## config.mk

```make
export PLATFORM = sky130hd
export DESIGN_NAME = vga_scene_sequencer
export DESIGN_NICKNAME = d
export VERILOG_FILES = /design/src/rtl/vga_scene_sequencer_pkg.sv /design/src/rtl/vga_frame_tick.sv /design/src/rtl/vga_scene_sequencer.sv
export SDC_FILE = /design/constraint.sdc
export NUM_CORES = 1
export LEC_CHECK = 0
export CAP_MARGIN = 20
export CORE_AREA = 2 2 81 44
export CTS_BUF_LIST = sky130_fd_sc_hd__clkbuf_16
export CTS_CLUSTER_SIZE = 30
export DETAILED_ROUTE_END_ITERATION = 7
export DIE_AREA = 0 0 83 46
export MAX_ROUTING_LAYER = met4
export PLACE_DENSITY = 0.77
export SYNTH_ARGS = -nofsm -noshare
export SYNTH_HDL_FRONTEND = slang
export SYNTH_SLANG_ARGS = --single-unit
```

## constraint.sdc

```tcl
create_clock -name clk_i -period 4.31 [get_ports clk_i]
set_input_delay 0.431 -clock clk_i [delete_from_list [all_inputs] [get_ports clk_i]]
set_output_delay 0.431 -clock clk_i [all_outputs]
set_load 0.005 [all_outputs]
```

## src/rtl/vga_scene_sequencer_pkg.sv

```systemverilog
// vga_scene_sequencer_pkg: shared constants, state encoding and scroll helper
// Revision: 1.0
`default_nettype none

package vga_scene_sequencer_pkg;

  localparam int H_ACTIVE = 640;
  localparam int FADE_W   = 2;
  localparam int SCROLL_W = 10;

  localparam logic [FADE_W-1:0] FADE_MAX = 2'd3;
  localparam logic [FADE_W-1:0] FADE_MIN = 2'd0;

  typedef enum logic [1:0] {
    ST_FADE_IN  = 2'd0,
    ST_HOLD     = 2'd1,
    ST_FADE_OUT = 2'd2,
    ST_NEXT     = 2'd3
  } state_e;

  // Both operands are below H_ACTIVE, so a single conditional subtract wraps correctly.
  function automatic logic [SCROLL_W-1:0] scroll_add(input logic [SCROLL_W-1:0] cur,
                                                     input logic [SCROLL_W-1:0] step);
    logic [SCROLL_W:0] sum;
    sum = {1'b0, cur} + {1'b0, step};
    if (sum >= (SCROLL_W+1)'(H_ACTIVE)) begin
      sum = sum - (SCROLL_W+1)'(H_ACTIVE);
    end
    return sum[SCROLL_W-1:0];
  endfunction

endpackage

`default_nettype wire

```

## src/rtl/vga_frame_tick.sv

```systemverilog
// vga_frame_tick: vsync rising-edge detector with a registered one-cycle frame tick
// Revision: 1.0
`default_nettype none

module vga_frame_tick (
  input  logic clk_i,
  input  logic reset_i,
  input  logic vsync_i,
  output logic frame_tick_o
);

  logic vsync_prev_q;
  logic frame_tick_q;

  // Previous vsync resets high so a vsync already high at reset release is not a frame start.
  always_ff @(posedge clk_i) begin
    if (reset_i) begin
      vsync_prev_q <= 1'b1;
      frame_tick_q <= 1'b0;
    end else begin
      vsync_prev_q <= vsync_i;
      frame_tick_q <= vsync_i & ~vsync_prev_q;
    end
  end

  assign frame_tick_o = frame_tick_q;

endmodule

`default_nettype wire

```

## src/rtl/vga_scene_sequencer.sv

```systemverilog
// vga_scene_sequencer: per-frame fade-in / hold+scroll / fade-out scene sequencer
// Revision: 1.0
`default_nettype none

module vga_scene_sequencer
  import vga_scene_sequencer_pkg::*;
#(
  parameter int HOLD_FRAMES = 120,
  parameter int FADE_DIV    = 8,
  parameter int SCROLL_STEP = 1,
  parameter int NUM_SCENES  = 4
) (
  input  logic                clk_i,
  input  logic                reset_i,
  input  logic                vsync_i,
  input  logic                pause_i,
  input  logic                skip_i,
  output logic                frame_tick_o,
  output logic [SCROLL_W-1:0] scroll_x_o,
  output logic [FADE_W-1:0]   fade_o,
  output logic [1:0]          scene_id_o,
  output logic [1:0]          state_o
);

  localparam logic [7:0]          HOLD_LAST  = 8'(HOLD_FRAMES - 1);
  localparam logic [7:0]          FADE_LAST  = 8'(FADE_DIV - 1);
  localparam logic [1:0]          SCENE_LAST = 2'(NUM_SCENES - 1);
  localparam logic [SCROLL_W-1:0] STEP       = SCROLL_W'(SCROLL_STEP);

  logic                frame_tick;
  logic                advance;
  state_e              state_q;
  logic [FADE_W-1:0]   fade_q;
  logic [SCROLL_W-1:0] scroll_q;
  logic [1:0]          scene_q;
  logic [7:0]          fcnt_q;
  logic                skip_pending_q;

  vga_frame_tick u_frame_tick (
    .clk_i       (clk_i),
    .reset_i     (reset_i),
    .vsync_i     (vsync_i),
    .frame_tick_o(frame_tick)
  );

  assign advance = frame_tick & ~pause_i;

  always_ff @(posedge clk_i) begin
    if (reset_i) begin
      state_q        <= ST_FADE_IN;
      fade_q         <= FADE_MIN;
      scroll_q       <= '0;
      scene_q        <= '0;
      fcnt_q         <= '0;
      skip_pending_q <= 1'b0;
    end else if (advance) begin
      // Pending skip is consumed here; a skip arriving on this same tick waits for the next one.
      skip_pending_q <= skip_i;
      case (state_q)
        ST_FADE_IN: begin
          if (skip_pending_q) begin
            state_q <= ST_FADE_OUT;
            fcnt_q  <= '0;
          end else if (fcnt_q == FADE_LAST) begin
            fcnt_q <= '0;
            if (fade_q == FADE_MAX) begin
              state_q <= ST_HOLD;
            end else begin
              fade_q <= fade_q + 2'd1;
            end
          end else begin
            fcnt_q <= fcnt_q + 8'd1;
          end
        end
        ST_HOLD: begin
          if (skip_pending_q) begin
            state_q <= ST_FADE_OUT;
            fcnt_q  <= '0;
          end else begin
            scroll_q <= scroll_add(scroll_q, STEP);
            if (fcnt_q == HOLD_LAST) begin
              state_q <= ST_FADE_OUT;
              fcnt_q  <= '0;
            end else begin
              fcnt_q <= fcnt_q + 8'd1;
            end
          end
        end
        ST_FADE_OUT: begin
          if (fcnt_q == FADE_LAST) begin
            fcnt_q <= '0;
            if (fade_q == FADE_MIN) begin
              state_q <= ST_NEXT;
            end else begin
              fade_q <= fade_q - 2'd1;
            end
          end else begin
            fcnt_q <= fcnt_q + 8'd1;
          end
        end
        ST_NEXT: begin
          scene_q  <= (scene_q == SCENE_LAST) ? 2'd0 : scene_q + 2'd1;
          scroll_q <= '0;
          fade_q   <= FADE_MIN;
          fcnt_q   <= '0;
          state_q  <= ST_FADE_IN;
        end
        default: state_q <= ST_FADE_IN;
      endcase
    end else if (skip_i) begin
      skip_pending_q <= 1'b1;
    end
  end

  assign frame_tick_o = frame_tick;
  assign scroll_x_o   = scroll_q;
  assign fade_o       = fade_q;
  assign scene_id_o   = scene_q;
  assign state_o      = state_q;

endmodule

`default_nettype wire
```

* Word-level counts from Yosys, hierarchy flattened
Index checks and enable logic that the tools add are counted. W data, S select, Z words.
Word-level totals: flip-flop bits (word level) 27, latch bits 0, memory bits (writable) 0, ROM bits 0, input port bits 5, word-level logic and storage cells 70, memories 0
Operators by class: $add $sub $neg 6, $mul 0, div/mod/pow operators 0, order comparisons 1, equal/unequal tests 17, shift operators 0, multiplexer cells 25, bitwise operators 4, reduce and logical (&&, ||, !) cells 9
Operator list (number):
- $mux W8 | 4
- $pmux W8 S4 | 1
- $mux W2 | 13
- $mux W10 | 2
- $pmux W10 S2 | 1
- $ne A2 B2 Y1 const B | 7
- $add A10 B1 Y11 const B | 1
- $ge A11 B10 Y1 const B | 1
- $sub A10 B10 Y10 const B | 1
- $ne A3 B3 Y1 const B | 3
- $add A8 B1 Y8 const B | 1
- $eq A2 B2 Y1 const B | 4
- $eq A8 B3 Y1 const B | 1
- $eq A8 B7 Y1 const B | 1
- $pmux W2 S4 | 1
- $reduce_and A7 Y1 | 1
- $pmux W2 S3 | 1
- $reduce_and A6 Y1 | 1
- $add A2 B1 Y2 const B | 2
- $logic_not A2 Y1 | 2
- $reduce_bool A2 Y1 | 2
- $reduce_and A3 Y1 | 1
- $reduce_bool A3 Y1 | 1
- $and A1 B1 Y1 | 2
- other kinds (5) | 7

* Depth between registers and ports, before layout
depth in word-level cells 5, depth in mapped cells 8

* Hierarchy
From an unflattened synthesis, not the netlist that was laid out.
Second synthesis, totals: cell total of the unflattened synthesis 223, area total of the unflattened synthesis 1690.4 um^2
By module, submodules not included:
- vga_scene_sequencer | times used 1, cells an instance 219, area an instance 1631.6 um^2
- vga_frame_tick | times used 1, cells an instance 4, area an instance 58.8 um^2

* Least setup slack after synthesis
OpenSTA, ideal clock, no wires.
kind register to register, start point register state_q[0], in the netlist state_o[0], end point register fade_q[1], in the netlist fade_o[1], setup time 71 ps, arrival 1827 ps, required time 4239 ps, path slack 2412 ps, cell stages (with the launch flop) 8, path buffers 1, cell sequence dfxtp_1 -> inv_1 -> ha_1 -> clkbuf_1 -> a211oi_1 -> nand3_1 -> or4_1 -> a21oi_1
Between the ends: word-level cells in the longest chain between the ends 3, elaborated cells on any way between the ends 11
RTL lines:
- from (decl) | RTL line vga_scene_sequencer.sv:32 | state_e state_q;
- from (signal assigned) | RTL line vga_scene_sequencer.sv:50 | state_q <= ST_FADE_IN;
- from (signal assigned) | RTL line vga_scene_sequencer.sv:62 | state_q <= ST_FADE_OUT;
- from (signal assigned) | RTL line vga_scene_sequencer.sv:67 | state_q <= ST_HOLD;
- $eq A2 B2 Y1 or $logic_not A2 Y1 (tied branches) | RTL line vga_scene_sequencer.sv:59 | case (state_q)
- $ne A2 B2 Y1 (no line) or $reduce_bool A3 Y1 (tied branches)
- $reduce_and A7 Y1 (no line)
- to (signal assigned) | RTL line vga_scene_sequencer.sv:69 | fade_q <= fade_q + 2'd1;
- to (signal assigned) | RTL line vga_scene_sequencer.sv:95 | fade_q <= fade_q - 2'd1;
- to (decl) | RTL line vga_scene_sequencer.sv:33 | logic [FADE_W-1:0] fade_q;
Several ways; a longest one is shown, not always the timed one. A chain may end at the register's enable or synchronous reset.

* Worst setup path after layout
start point input port pause_i, end point register state_q[1], in the netlist state_o[1]
Between the ends: word-level cells in the longest chain between the ends 3
RTL lines:
- from (decl) | RTL line vga_scene_sequencer.sv:16 | input logic pause_i,
- $not A1 Y1 | RTL line vga_scene_sequencer.sv:46 | assign advance = frame_tick & ~pause_i;
- $and A1 B1 Y1 | RTL line vga_scene_sequencer.sv:46
- $reduce_and A6 Y1 (no line)
No other way between the ends.

==> qor.csv <==
stage,metric,value,unit
final_layout,most frequent cells in the layout,"27 x dfxtp_1, 21 x nor2_1, 21 x clkdlybuf4s50_1",
sta,skew final,5.26,ps
sta,unrepaired setup endpoints after global routing,no,
yosys,cell area after synthesis,0.00163,mm²
yosys,count of cell types in the netlist,47,
drt,routed wire length,3730,µm
sta,final-report hold violation count,0,
clock_tree,CTS Hold Bufs,0,
critical_path,CP Capture Type,flop,
yosys,fraction of registers with async set/reset,0,%
final_layout,share of layout cells above drive strength 1,4.17,%
clock_tree,CTS max path bufs,2,
clock_tree,TritonCTS clock tree,done,
sta,Hold Slack,387,ps
critical_path,CP max stage delay,590,ps
clock_tree,Post-CTS Setup Repair Bufs,0,
floorplan,I/O pins,22,
sta,maximum clock frequency,457,MHz
power_and_ir_drop,worst vdd ir,0.000197,V
yosys,number of enable flip-flop cells after synthesis,0,
floorplan,Die Ht,46,µm
grt,initial antenna violation count,0,
power_and_ir_drop,P_sw,100,µW
sta,Setup TNS Final,0,ps
grt,GR Overflow Total,0,
power_and_ir_drop,Power Internal,385,µW
floorplan,core box area,0.00321,mm²
critical_path,critical path's slowest cell,nor2b_1,
power_and_ir_drop,P_leak,0.000619,µW
sta,Slew @ Worst Pin,872,ps
yosys,post-synthesis sequential area ratio,33.1,%
drt,initial DRC count,142,
clock_tree,clk sink count,27,
drt,DR pass1 iterations,4,
floorplan,# rows,15,
placed_design,Port Buf Inserts,21,
outcome,outcome,"finished, final reports clean",
yosys,top_reg_cell synth,dfxtp_1,
critical_path,CP required,4480,ps
placed_design,Post-DP HPWL,2710,µm
power_and_ir_drop,Seq pwr share,52.2,%
clock_tree,Clock Latency Late Sink,260,ps
yosys,register bit total from synthesis,27,
drt,DRC,0,
clock_tree,cts repair resizes,0,
final_layout,Filler cells,276,
yosys,Synth Warn #,0,
power_and_ir_drop,clock power share,44.0,%
critical_path,startpoint type of the worst setup path,input port,
grt,first-pass GRT wire length,6230,µm
floorplan,Initial Utilization,50.9,%
final_layout,Final Util,60.1,%
sta,max-slew violations,0,
clock_tree,htree depth,1,
power_and_ir_drop,Final Power,485,µW
drt,Via density,5.86,
critical_path,WP data arrival,2360,ps
drt,via count,1511,
power_and_ir_drop,combinational power share,3.8,%
grt,vias in the first global route,1246,
final_layout,fin cells,258,
drt,post-route ant nets,0,
placed_design,dpl cells,254,
floorplan,Die Footprint,0.00382,mm²
clock_tree,clk slew on worst S/H paths,70,ps
drt,WL/cell,14.4,µm
sta,minimum clock period,2190,ps
sta,slew margin rel.,41.7,%
flow_run,Max-Cap Viols,0,
critical_path,CP Cell Sequence,clkdlybuf4s50_1 -> nor2b_1 -> o21ai_1 -> or4_1 -> o31ai_1,
yosys,cells after synthesis,204,
yosys,syn_area_per_cell,8.01,µm²
floorplan,Die X,83,µm
grt,largest net degree at the start of global routing,25,
yosys,net count after synthesis,217,
power_and_ir_drop,PwrDens,252,mW/mm²
worst_hold_path,Hold Path Class,flop to flop,
final_layout,P&R area growth vs syn,18.0,%
critical_path,critical path class,input port to flop,
critical_path,worst-path fanout max,10,
sta,Setup Viol. Count Final,0,
clock_tree,total clock buffers created by CTS,3,
power_and_ir_drop,switching part of the total,20.6,%
sta,post-route clock period utilization,50.7,%
final_layout,post-layout net count,230,
final_layout,antenna fix cells,0,
grt,All-Layer GR Usage,21.4,%
final_layout,"most common cell after layout, fill and taps aside",dfxtp_1,
placed_design,Placer Congestion,0.878,
clock_tree,Root Buffer,clkbuf_16,
## through the flow
stage	cell area (µm²)	setup WS, ps
2_1_floorplan	1630	2410
3_3_place_gp	1850	1960
3_5_place_dp	1850	1920
4_1_cts	1930	2160
5_1_grt	1930	1930
6_report	1930	2120
## sequential cells by signal (all words and copies together) (netlist names)
| signal | flops |
|---|---|
| scroll_x_o | 10 |
| fcnt_q | 8 |
| skip_pending_q | 1 |
| scene_id_o | 2 |
| u_frame_tick.frame_tick_o | 1 |
| u_frame_tick.vsync_prev_q | 1 |
| state_o | 2 |
| fade_o | 2 |
## logic make-up after synthesis
| kind of cell | Yosys count | synth area share [%] |
|---|---|---|
| adder cells (fa/ha/maj) | 8 | 6.13 |
| XOR/XNOR | 8 | 4.29 |
| multiplexers | 2 | 1.23 |
| buffers and inverters | 21 | 4.82 |
| AND/OR/NAND/NOR | 80 | 26.0 |
| AO/OA/AOI/OAI | 58 | 24.4 |
| flip-flops | 27 | 33.1 |
## path summary, 6_finish.rpt
path	from	endpoint	slack, ps	cells after the start
min	u_frame_tick.vsync_prev_q	u_frame_tick.frame_tick_o	390	1
max reg2reg	state_o[0]	fade_o[1]	2230	6
max	pause_i	state_o[1]	2120	5
min reg2reg	u_frame_tick.vsync_prev_q	u_frame_tick.frame_tick_o	390	1
## power by group through the flow
stage	clock, µW	sequential (µW)	combinational, µW
floorplan	0	258	11.4
finish	214	253	18.5
global route	232	253	20.6
detailed placement	0	259	18.2
global placement	0	259	18.3
CTS	220	253	18.5
## layout make-up
class                   instances  area [µm²]  area share (%)
flip-flops and latches         27         541            28.0
well taps                      42        52.6            2.73
clock inverters                 1        5.00           0.260
clock buffers                   3        75.1            3.89
multi-input cells             156        1010            52.6
inverters                       8        30.0            1.56
repair buffers                 21         210            10.9
## Yosys cell counts (all sizes together), types with 3 or more instances
library cell	number	area share, %
xor2	3	1.6
or3	5	2.2
nor2	21	4.8
nand2b	5	1.9
nand3	8	2.5
ha	8	6.1
nand4	5	1.9
dfxtp	27	33
clkbuf	13	3.0
a21o	3	1.4
nor2b	3	1.1
a31oi	5	1.9
inv	8	1.8
a21oi	19	5.8
o31ai	3	3.1
xnor2	5	2.7
o21ai	10	3.1
nor3	10	3.1
nand2	11	2.5
## per-layer routing
metal	track usage, %	wire, µm	share of wire (%)	vias up
li1	-	-	-	761
met1	31.9	1960	53	670
met2	28.5	1350	36	78
met3	5.98	400	11	2
met4	2.95	14	0.38	0
met5	-	0	0	-
## worst max-delay path: cells and delay by family
family	cells	cell delay, ps
AND/OR/NAND/NOR	2	1150
AO/OA/AOI/OAI	2	370
buffers and inverters	1	410
Power figures use the tool's default switching activity.
